**src/rtl/prog_timer_if.sv**
```systemverilog
// Configuration handshake bundle for prog_timer: valid/ready plus the limit,
// prescale, direction and mode fields that are latched on acceptance.
interface prog_timer_if #(
    parameter int WIDTH = 8,
    parameter int DIV_W = 8
);
    logic             cfg_valid;
    logic             cfg_ready;
    logic [WIDTH-1:0] cfg_max;
    logic [DIV_W-1:0] cfg_div;
    logic             cfg_down;
    logic             cfg_oneshot;

    modport master (
        output cfg_valid,
        output cfg_max,
        output cfg_div,
        output cfg_down,
        output cfg_oneshot,
        input  cfg_ready
    );

    modport slave (
        input  cfg_valid,
        input  cfg_max,
        input  cfg_div,
        input  cfg_down,
        input  cfg_oneshot,
        output cfg_ready
    );
endinterface

```
**src/rtl/prog_timer.sv**
```systemverilog
// Programmable timer: runtime limit, prescaler, up/down, periodic or one-shot.
// Optional sticky interrupt with PROG_TIMER_IRQ_EN defined.
module prog_timer #(
    parameter int WIDTH = 8,
    parameter int DIV_W = 8
) (
    input  logic             clk,
    input  logic             rst,
    input  logic             en,
    input  logic             stop,
    prog_timer_if.slave      cfg,
    output logic [WIDTH-1:0] count,
    output logic             tick,
`ifdef PROG_TIMER_IRQ_EN
    output logic             irq,
    input  logic             irq_clr,
`endif
    output logic             busy
);

    typedef enum logic [1:0] {
        IDLE = 2'd0,
        RUN  = 2'd1,
        DONE = 2'd2
    } state_t;

    state_t           state;
    state_t           state_next;
    logic [WIDTH-1:0] max_q;
    logic [DIV_W-1:0] div_q;
    logic             down_q;
    logic             oneshot_q;
    logic [DIV_W-1:0] presc;
    logic [DIV_W-1:0] presc_next;
    logic [WIDTH-1:0] count_next;
    logic             tick_next;
    logic             accept;
    logic             at_terminal;

    assign cfg.cfg_ready = (state != RUN);
    assign busy          = (state == RUN);
    assign accept        = cfg.cfg_valid && (state != RUN);
    assign at_terminal   = down_q ? (count == '0) : (count == max_q);

    // Only a step taken below the terminal moves the count, so +1/-1 never wraps.
    always_comb begin
        state_next = state;
        presc_next = presc;
        count_next = count;
        tick_next  = 1'b0;
        unique case (state)
            IDLE, DONE: begin
                if (accept) begin
                    state_next = RUN;
                    presc_next = '0;
                    count_next = cfg.cfg_down ? cfg.cfg_max : '0;
                end else if (stop) begin
                    state_next = IDLE;
                    presc_next = '0;
                    count_next = '0;
                end
            end
            RUN: begin
                if (stop) begin
                    state_next = IDLE;
                    presc_next = '0;
                    count_next = '0;
                end else if (en) begin
                    if (presc == div_q) begin
                        presc_next = '0;
                        if (at_terminal) begin
                            tick_next = 1'b1;
                            if (oneshot_q) begin
                                state_next = DONE;
                            end else begin
                                count_next = down_q ? max_q : '0;
                            end
                        end else if (down_q) begin
                            count_next = count - WIDTH'(1);
                        end else begin
                            count_next = count + WIDTH'(1);
                        end
                    end else begin
                        presc_next = presc + DIV_W'(1);
                    end
                end
            end
            default: begin
                state_next = IDLE;
                presc_next = '0;
                count_next = '0;
            end
        endcase
    end

    always_ff @(posedge clk) begin
        if (rst) begin
            state <= IDLE;
            count <= '0;
            tick  <= 1'b0;
            presc <= '0;
        end else begin
            state <= state_next;
            count <= count_next;
            tick  <= tick_next;
            presc <= presc_next;
        end
    end

    // Configuration is only sampled on an accepted handshake.
    always_ff @(posedge clk) begin
        if (rst) begin
            max_q     <= '0;
            div_q     <= '0;
            down_q    <= 1'b0;
            oneshot_q <= 1'b0;
        end else if (accept) begin
            max_q     <= cfg.cfg_max;
            div_q     <= cfg.cfg_div;
            down_q    <= cfg.cfg_down;
            oneshot_q <= cfg.cfg_oneshot;
        end
    end

`ifdef PROG_TIMER_IRQ_EN
    // A tick being produced at this edge outranks any clear.
    always_ff @(posedge clk) begin
        if (rst) begin
            irq <= 1'b0;
        end else if (tick_next) begin
            irq <= 1'b1;
        end else if (accept || irq_clr) begin
            irq <= 1'b0;
        end
    end
`endif

endmodule

```
**src/flat_wrapper.sv**
```systemverilog
// flat-port wrapper written by rule: the top's interface ports become plain ports
module prog_timer_flat 
#(
    parameter int WIDTH = 8,
    parameter int DIV_W = 8
)
  (clk, rst, en, stop, count, tick, busy, cfg_cfg_valid, cfg_cfg_max, cfg_cfg_div, cfg_cfg_down, cfg_cfg_oneshot, cfg_cfg_ready);
  prog_timer_if #(.WIDTH(WIDTH), .DIV_W(DIV_W)) cfg_i ();
  input  logic clk;
  input  logic rst;
  input  logic en;
  input  logic stop;
  output logic [WIDTH-1:0] count;
  output logic tick;
  output logic busy;
  input wire logic [$bits(cfg_i.cfg_valid)-1:0] cfg_cfg_valid;
  input wire logic [$bits(cfg_i.cfg_max)-1:0] cfg_cfg_max;
  input wire logic [$bits(cfg_i.cfg_div)-1:0] cfg_cfg_div;
  input wire logic [$bits(cfg_i.cfg_down)-1:0] cfg_cfg_down;
  input wire logic [$bits(cfg_i.cfg_oneshot)-1:0] cfg_cfg_oneshot;
  output wire logic [$bits(cfg_i.cfg_ready)-1:0] cfg_cfg_ready;
  assign cfg_i.cfg_valid = cfg_cfg_valid;
  assign cfg_i.cfg_max = cfg_cfg_max;
  assign cfg_i.cfg_div = cfg_cfg_div;
  assign cfg_i.cfg_down = cfg_cfg_down;
  assign cfg_i.cfg_oneshot = cfg_cfg_oneshot;
  assign cfg_cfg_ready = cfg_i.cfg_ready;
  prog_timer #(.WIDTH(WIDTH), .DIV_W(DIV_W)) u_core (.clk(clk), .rst(rst), .en(en), .stop(stop), .cfg(cfg_i), .count(count), .tick(tick), .busy(busy));
endmodule
```
**config.mk**
```make
export PLATFORM = sky130hd
export DESIGN_NAME = prog_timer_flat
export DESIGN_NICKNAME = d
export VERILOG_FILES = /design/src/rtl/prog_timer_if.sv /design/src/rtl/prog_timer.sv /design/src/flat_wrapper.sv
export SDC_FILE = /design/constraint.sdc
export NUM_CORES = 1
export LEC_CHECK = 0
export BUFFER_PORTS_ARGS = -buffer_cell sky130_fd_sc_hd__buf_2
export CORE_MARGIN = 3
export CORE_UTILIZATION = 51
export DETAILED_ROUTE_END_ITERATION = 12
export PLACE_DENSITY_LB_ADDON = 0.08
export SLEW_MARGIN = 20
export SYNTH_ARGS = -nofsm -noshare
export SYNTH_HDL_FRONTEND = slang
export SYNTH_SLANG_ARGS = --single-unit
```
**constraint.sdc**
```tcl
create_clock -name clk -period 2.16 [get_ports clk]
set_input_delay 0 -clock clk [delete_from_list [all_inputs] [get_ports clk]]
set_output_delay 0 -clock clk [all_outputs]
set_load 0.1 [all_outputs]
```
======== Word level (Yosys, flattened, before mapping) ========
Index checks and enable logic that the tools add are counted.
word-level totals
  input bits .............................. 23
  bits in registers ....................... 37
operators by class
  bitwise gates (word level) .............. 3
  reductions and logical operators ........ 8
  add/subtract/negate cells ............... 3
  equal/unequal tests ..................... 11
  mux-type cells .......................... 26
operators with widths
  cell                   count
  $mux W8                14
  $pmux W8 S2            2
  $add A8 B1 Y8 const B  2
  $eq A8 B8 Y1           2
  $mux W2                7
  $ne A3 B2 Y1 const B   4
  $logic_not A8 Y1       1
  $sub A8 B1 Y8 const B  1
  $reduce_and A5 Y1      1
  $reduce_or A5 Y1       1
  $ne A4 B4 Y1 const B   1
  $pmux W2 S2            1
  $reduce_and A4 Y1      1
  $ne A3 B3 Y1 const B   1
  $not A1 Y1             3
  $eq A2 B1 Y1 const B   1
  $eq A2 B2 Y1 const B   1
  $logic_not A2 Y1       1
  $mux W1                2
  $ne A2 B1 Y1 const B   1
  $reduce_and A2 Y1      1
  $reduce_or A2 Y1       1
  $logic_and A1 B1 Y1    1

======== Logic depth before layout (Yosys ltp) ========
  word-level depth ........................ 7
  mapped depth ............................ 7
  gate-level depth less buffers ........... 6

======== Least setup slack after synthesis ========
OpenSTA, ideal clock, no wires.
  path kind ............................... register -> register
  from .................................... reg u_core.count[1]
  to ...................................... reg u_core.count[3]
  required time ........................... 2.068 ns
  path buffers ............................ 0
  clock period less this slack ............ 2.659 ns
  arrival ................................. 2.566 ns
  slack ................................... -0.499 ns
  stages on the path, launching flop included .. 7
  cell sequence ........................... dfxtp_1 > ha_1 > a211oi_1 > nor2_1 > or4_1 > o21a_1 > o32ai_1
on the way
  word-level cells in the longest chain between the ends .. 7
ends and longest elaborated chain
  item                                         line                                source
  start: declaration                           prog_timer.sv:12                    output logic [WIDTH-1:0] count,
  start signal: assignment                     prog_timer.sv:104                   count <= count_next;
  $add A8 B1 Y8, or another cell as far along  prog_timer.sv:81                    count_next = count + WIDTH'(1);
  $mux W8 / $mux W1 (equally long branches)    prog_timer.sv:78, prog_timer.sv:43
  $mux W8                                      prog_timer.sv:71                    if (at_terminal) begin
  $mux W8                                      prog_timer.sv:69                    if (presc == div_q) begin
  $mux W8                                      prog_timer.sv:68                    end else if (en) begin
  $mux W8                                      prog_timer.sv:64                    if (stop) begin
  $pmux W8 S2                                  prog_timer.sv:51                    unique case (state)
Several ways; a longest one is shown, not always the timed one. The select of a mux whose other input is x is not followed.
A chain may end at the register's enable or synchronous reset.

======== Worst setup path in the final report ========
  from .................................... reg u_core.count[2]
  to ...................................... reg u_core.count[3]
Same word-level chain as after synthesis.

==> metrics.log <==
INFO  metric rsz0062_at_grt = no
INFO  metric worst_clock_skew = 7.37 ps
INFO  metric io_pins = 34
INFO  metric timing.fmax = 491 MHz
INFO  metric path_class = flip-flop to flip-flop
INFO  metric syn_area = 2170 µm²
INFO  metric netlist.area_leader.share = 0.342
INFO  metric final_period_minus_worst_setup_slack = 2040 ps
INFO  metric post_detailed_placement_half_perimeter_wirelength = 4120 µm
INFO  metric synth_top_cells_by_area = sky130_fd_sc_hd__dfxtp_1, sky130_fd_sc_hd__nand2_1, sky130_fd_sc_hd__xor2_1, sky130_fd_sc_hd__a21oi_1, sky130_fd_sc_hd__xnor2_1
INFO  metric clock_tree.buffer_depth = 2
INFO  metric outcome = completed
INFO  metric power-per-cell-area = 630 nW/µm²
INFO  metric via_per_inst = 5.69
INFO  metric antenna_violating_nets_post_route = 0
INFO  metric worst_ir_drop_vdd = 373 µV
INFO  metric wl_per_cell = approximately 15 µm
INFO  metric final_design_area_no_fill = 2810 µm²
INFO  metric syn-num-nets = 293
INFO  metric drc = 0
INFO  metric synth.cells.most_frequent = sky130_fd_sc_hd__nand2_1, sky130_fd_sc_hd__dfxtp_1, sky130_fd_sc_hd__a21oi_1
INFO  metric finalCritPeriodShare = 0.942
INFO  metric switching_power = 0.558 mW
INFO  metric power_frac_seq = 0.421
INFO  metric area_delta_synth_final = 29.7%
INFO  metric grtUsageMet3 = 0.0469
INFO  metric timing.max_cap.violations = 0
INFO  metric tritoncts = done
INFO  metric intPower = between 1 and 1.5 mW
INFO  metric worst_setup_path_start_kind = flip-flop
INFO  metric critPathMaxFanout = 5
INFO  metric number_of_flops_mapped_to_enable_cells_by_yosys = 0
INFO  metric drive_gt1_frac = 0.236
INFO  metric grt_antenna_before_repair = 0
INFO  metric groute.usage.overall = 0.240
INFO  metric synthesis.yosys.warnings = 0
INFO  metric critPathRequiredTime = 2350 ps
INFO  metric cts.sink_count = 37
INFO  metric fp.dieW = between 70 and 80 µm
INFO  metric placed_cell_area = 2480 µm²
INFO  metric floorplan.initialDensity = 0.534
INFO  metric finalSetupViolCount = 0
INFO  metric grt_pass1_vias = 2,033
INFO  metric clk_transition_reported_paths = 80 ps
INFO  metric total_die_area = 5070 µm²
INFO  metric die_h = a little over 70 µm
INFO  metric first_iter_violations = 154
INFO  metric final-max-slew-violation-count = 0
INFO  metric synth_top_cell_by_area = sky130_fd_sc_hd__dfxtp_1
INFO  metric cts-htree-levels = 2
INFO  metric globalRoute.busiestLayer = met2
INFO  metric synth_top_flop_cell = sky130_fd_sc_hd__dfxtp_1
INFO  metric route.vias.total = between 2,000 and 2,500
INFO  metric dp.cells = 348
INFO  metric utilization = 0.693
INFO  metric instances_no_fill = 376
INFO  metric wire_length_of_the_first_global_routing_pass = 9700 µm
INFO  metric clock_network_latency_to_the_later_pin_of_the_worst_skew_pair = 290 ps
INFO  metric synth_seq_area_share = 0.342
INFO  metric grtUsageMet2 = 0.369
INFO  metric clock_power_share = 0.329
INFO  metric worst_hold_path_type = primary input to flip-flop
INFO  metric final-hold-violation-count = 0
INFO  metric post_synth.cell_area_avg = 8.28 µm²
INFO  metric timing_worst_slew_pin_value = around 660 ps
INFO  metric grt_overflow = 0
INFO  metric diodes = 0
INFO  metric cts_root_buffer = sky130_fd_sc_hd__clkbuf_8
INFO  metric cts_buffers = 5
INFO  metric core_area = around 4100 µm²
INFO  metric port_buffers = 33
INFO  metric drtPass1Iterations = 4
INFO  metric syn_inst = 262
INFO  metric yosysUniqueCellTypes = 51
INFO  metric pwr-share-comb = 0.250
INFO  metric total_leakage_power = 1.20 nW
INFO  metric yosys_register_bits = 37
INFO  metric critical_path_at = 2220 ps
INFO  metric swShare = 0.315
INFO  metric critical_path_capture_point_type = flip-flop
INFO  metric global_route_track_usage_on_met1 = 0.350
INFO  metric final_nets = 356
INFO  metric async_flop_share = 0
INFO  metric post-synth-top-count-cell = sky130_fd_sc_hd__nand2_1
INFO  metric slew_headroom = 0.561
INFO  metric maximum_number_of_pins_on_one_net_before_global_route_repair = 23
INFO  metric design_power_total = 1.77 mW
INFO  metric sum_of_routed_wire_length_over_all_layers = approximately 5700 µm
INFO  metric floorplan.rows = 23
INFO  metric gpl.final_weighted_congestion = 0.924
-- final cells by class --
type / count / area, µm²
Multi-Input combinational cell: 207 / 1370
Fill cell: 325 / 1240
Sequential cell: 37 / 772
Timing Repair Buffer: 66 / 463
Clock buffer: 8 / 111
Tap cell: 50 / 62.6
Inverter: 8 / 30.0
-- cell families after synthesis --
group / count (synthesis) / share of synthesized area
adders and majority gates: 8 / 0.0496
AOI/OAI and AO/OA: 74 / 0.235
buffers and inverters: 18 / 0.0358
DFF: 37 / 0.342
and+or+nand+nor: 96 / 0.216
xor gates and xnor gates: 26 / 0.105
muxes: 3 / 0.0167
-- layer usage --
| metal | vias to the layer above | share of wire |
|---|---|---|
| met3 | 7 | 0.054 |
| met5 | - | 0 |
| met1 | 993 | 0.51 |
| met4 | 0 | 0.010 |
| met2 | 61 | 0.43 |
| li1 | 1080 | - |
-- worst paths after layout --
| kind | from | to | slack [ps] | cells after the start |
|---|---|---|---|---|
| max | u_core.count[2]$_SDFFE_PP0P_ | u_core.count[3]$_SDFFE_PP0P_ | 120 | 5 |
| min | stop | u_core.tick$_SDFF_PP0_ | 120 | 3 |
| max reg2reg | u_core.count[2]$_SDFFE_PP0P_ | u_core.count[3]$_SDFFE_PP0P_ | 120 | 5 |
| min reg2reg | u_core.div_q[3]$_SDFFE_PP0P_ | u_core.div_q[3]$_SDFFE_PP0P_ | 470 | 2 |
-- registers in the layout, summed over array words and instances, names as in the netlist --
| register | cells |
|---|---|
| u_core.count | 8 |
| u_core.state | 2 |
| u_core.tick | 1 |
| u_core.presc | 8 |
| u_core.div_q | 8 |
| u_core.max_q | 8 |
| u_core.oneshot_q | 1 |
| u_core.down_q | 1 |
-- power groups by stage --
stage	Combinational, mW	Clock [mW]	Sequential (mW)
finish	0.443	0.583	0.747
global route	0.483	0.629	0.752
CTS	0.435	0.590	0.746
detailed placement	0.405	0	0.762
global placement	0.404	0	0.761
floorplan	0.253	0	0.800
-- critical path, cell delays in order, from the launching register on --
cell and delay, ps:
sky130_fd_sc_hd__dfxtp_4 370, sky130_fd_sc_hd__or4_4 540, sky130_fd_sc_hd__or3_4 410, sky130_fd_sc_hd__nand4_1 180, sky130_fd_sc_hd__o211ai_1 250, sky130_fd_sc_hd__o32ai_1 190
-- placed cells by master (no fill, tap or decap), drive strengths merged, types with 5 or more instances in the layout --
cell type	Yosys	layout
buf	2	46
a21oi	26	26
nand2	46	46
xnor2	11	11
dlygate4sd3	0	20
xor2	15	15
clkbuf	8	8
ha	7	7
a22oi	5	5
o21ai	7	7
o32ai	5	5
nor2	15	15
dfxtp	37	37
inv	8	8
nand4	5	5
-- repair_timing --
| action | in CTS | in global routing |
|---|---|---|
| hold buffers | 20 | 0 |
| buffers inserted | 0 | 0 |
| resized for setup | 0 | 6 |
| endpoints found under the hold margin | 20 | 0 |
| setup endpoints to repair | 0 | 8 |
-- per-stage QoR --
stage	setup TNS (ps)	hold WS [ps]	setup slack [ps]
after floorplan	-15.7	126	-15.7
after global placement	0	242	75.1
after detailed placement	0	247	44.8
after CTS	0	117	17.1
after global routing	0	140	17.0
final	0	124	125
No activity file was read; power rests on OpenSTA's default activity.
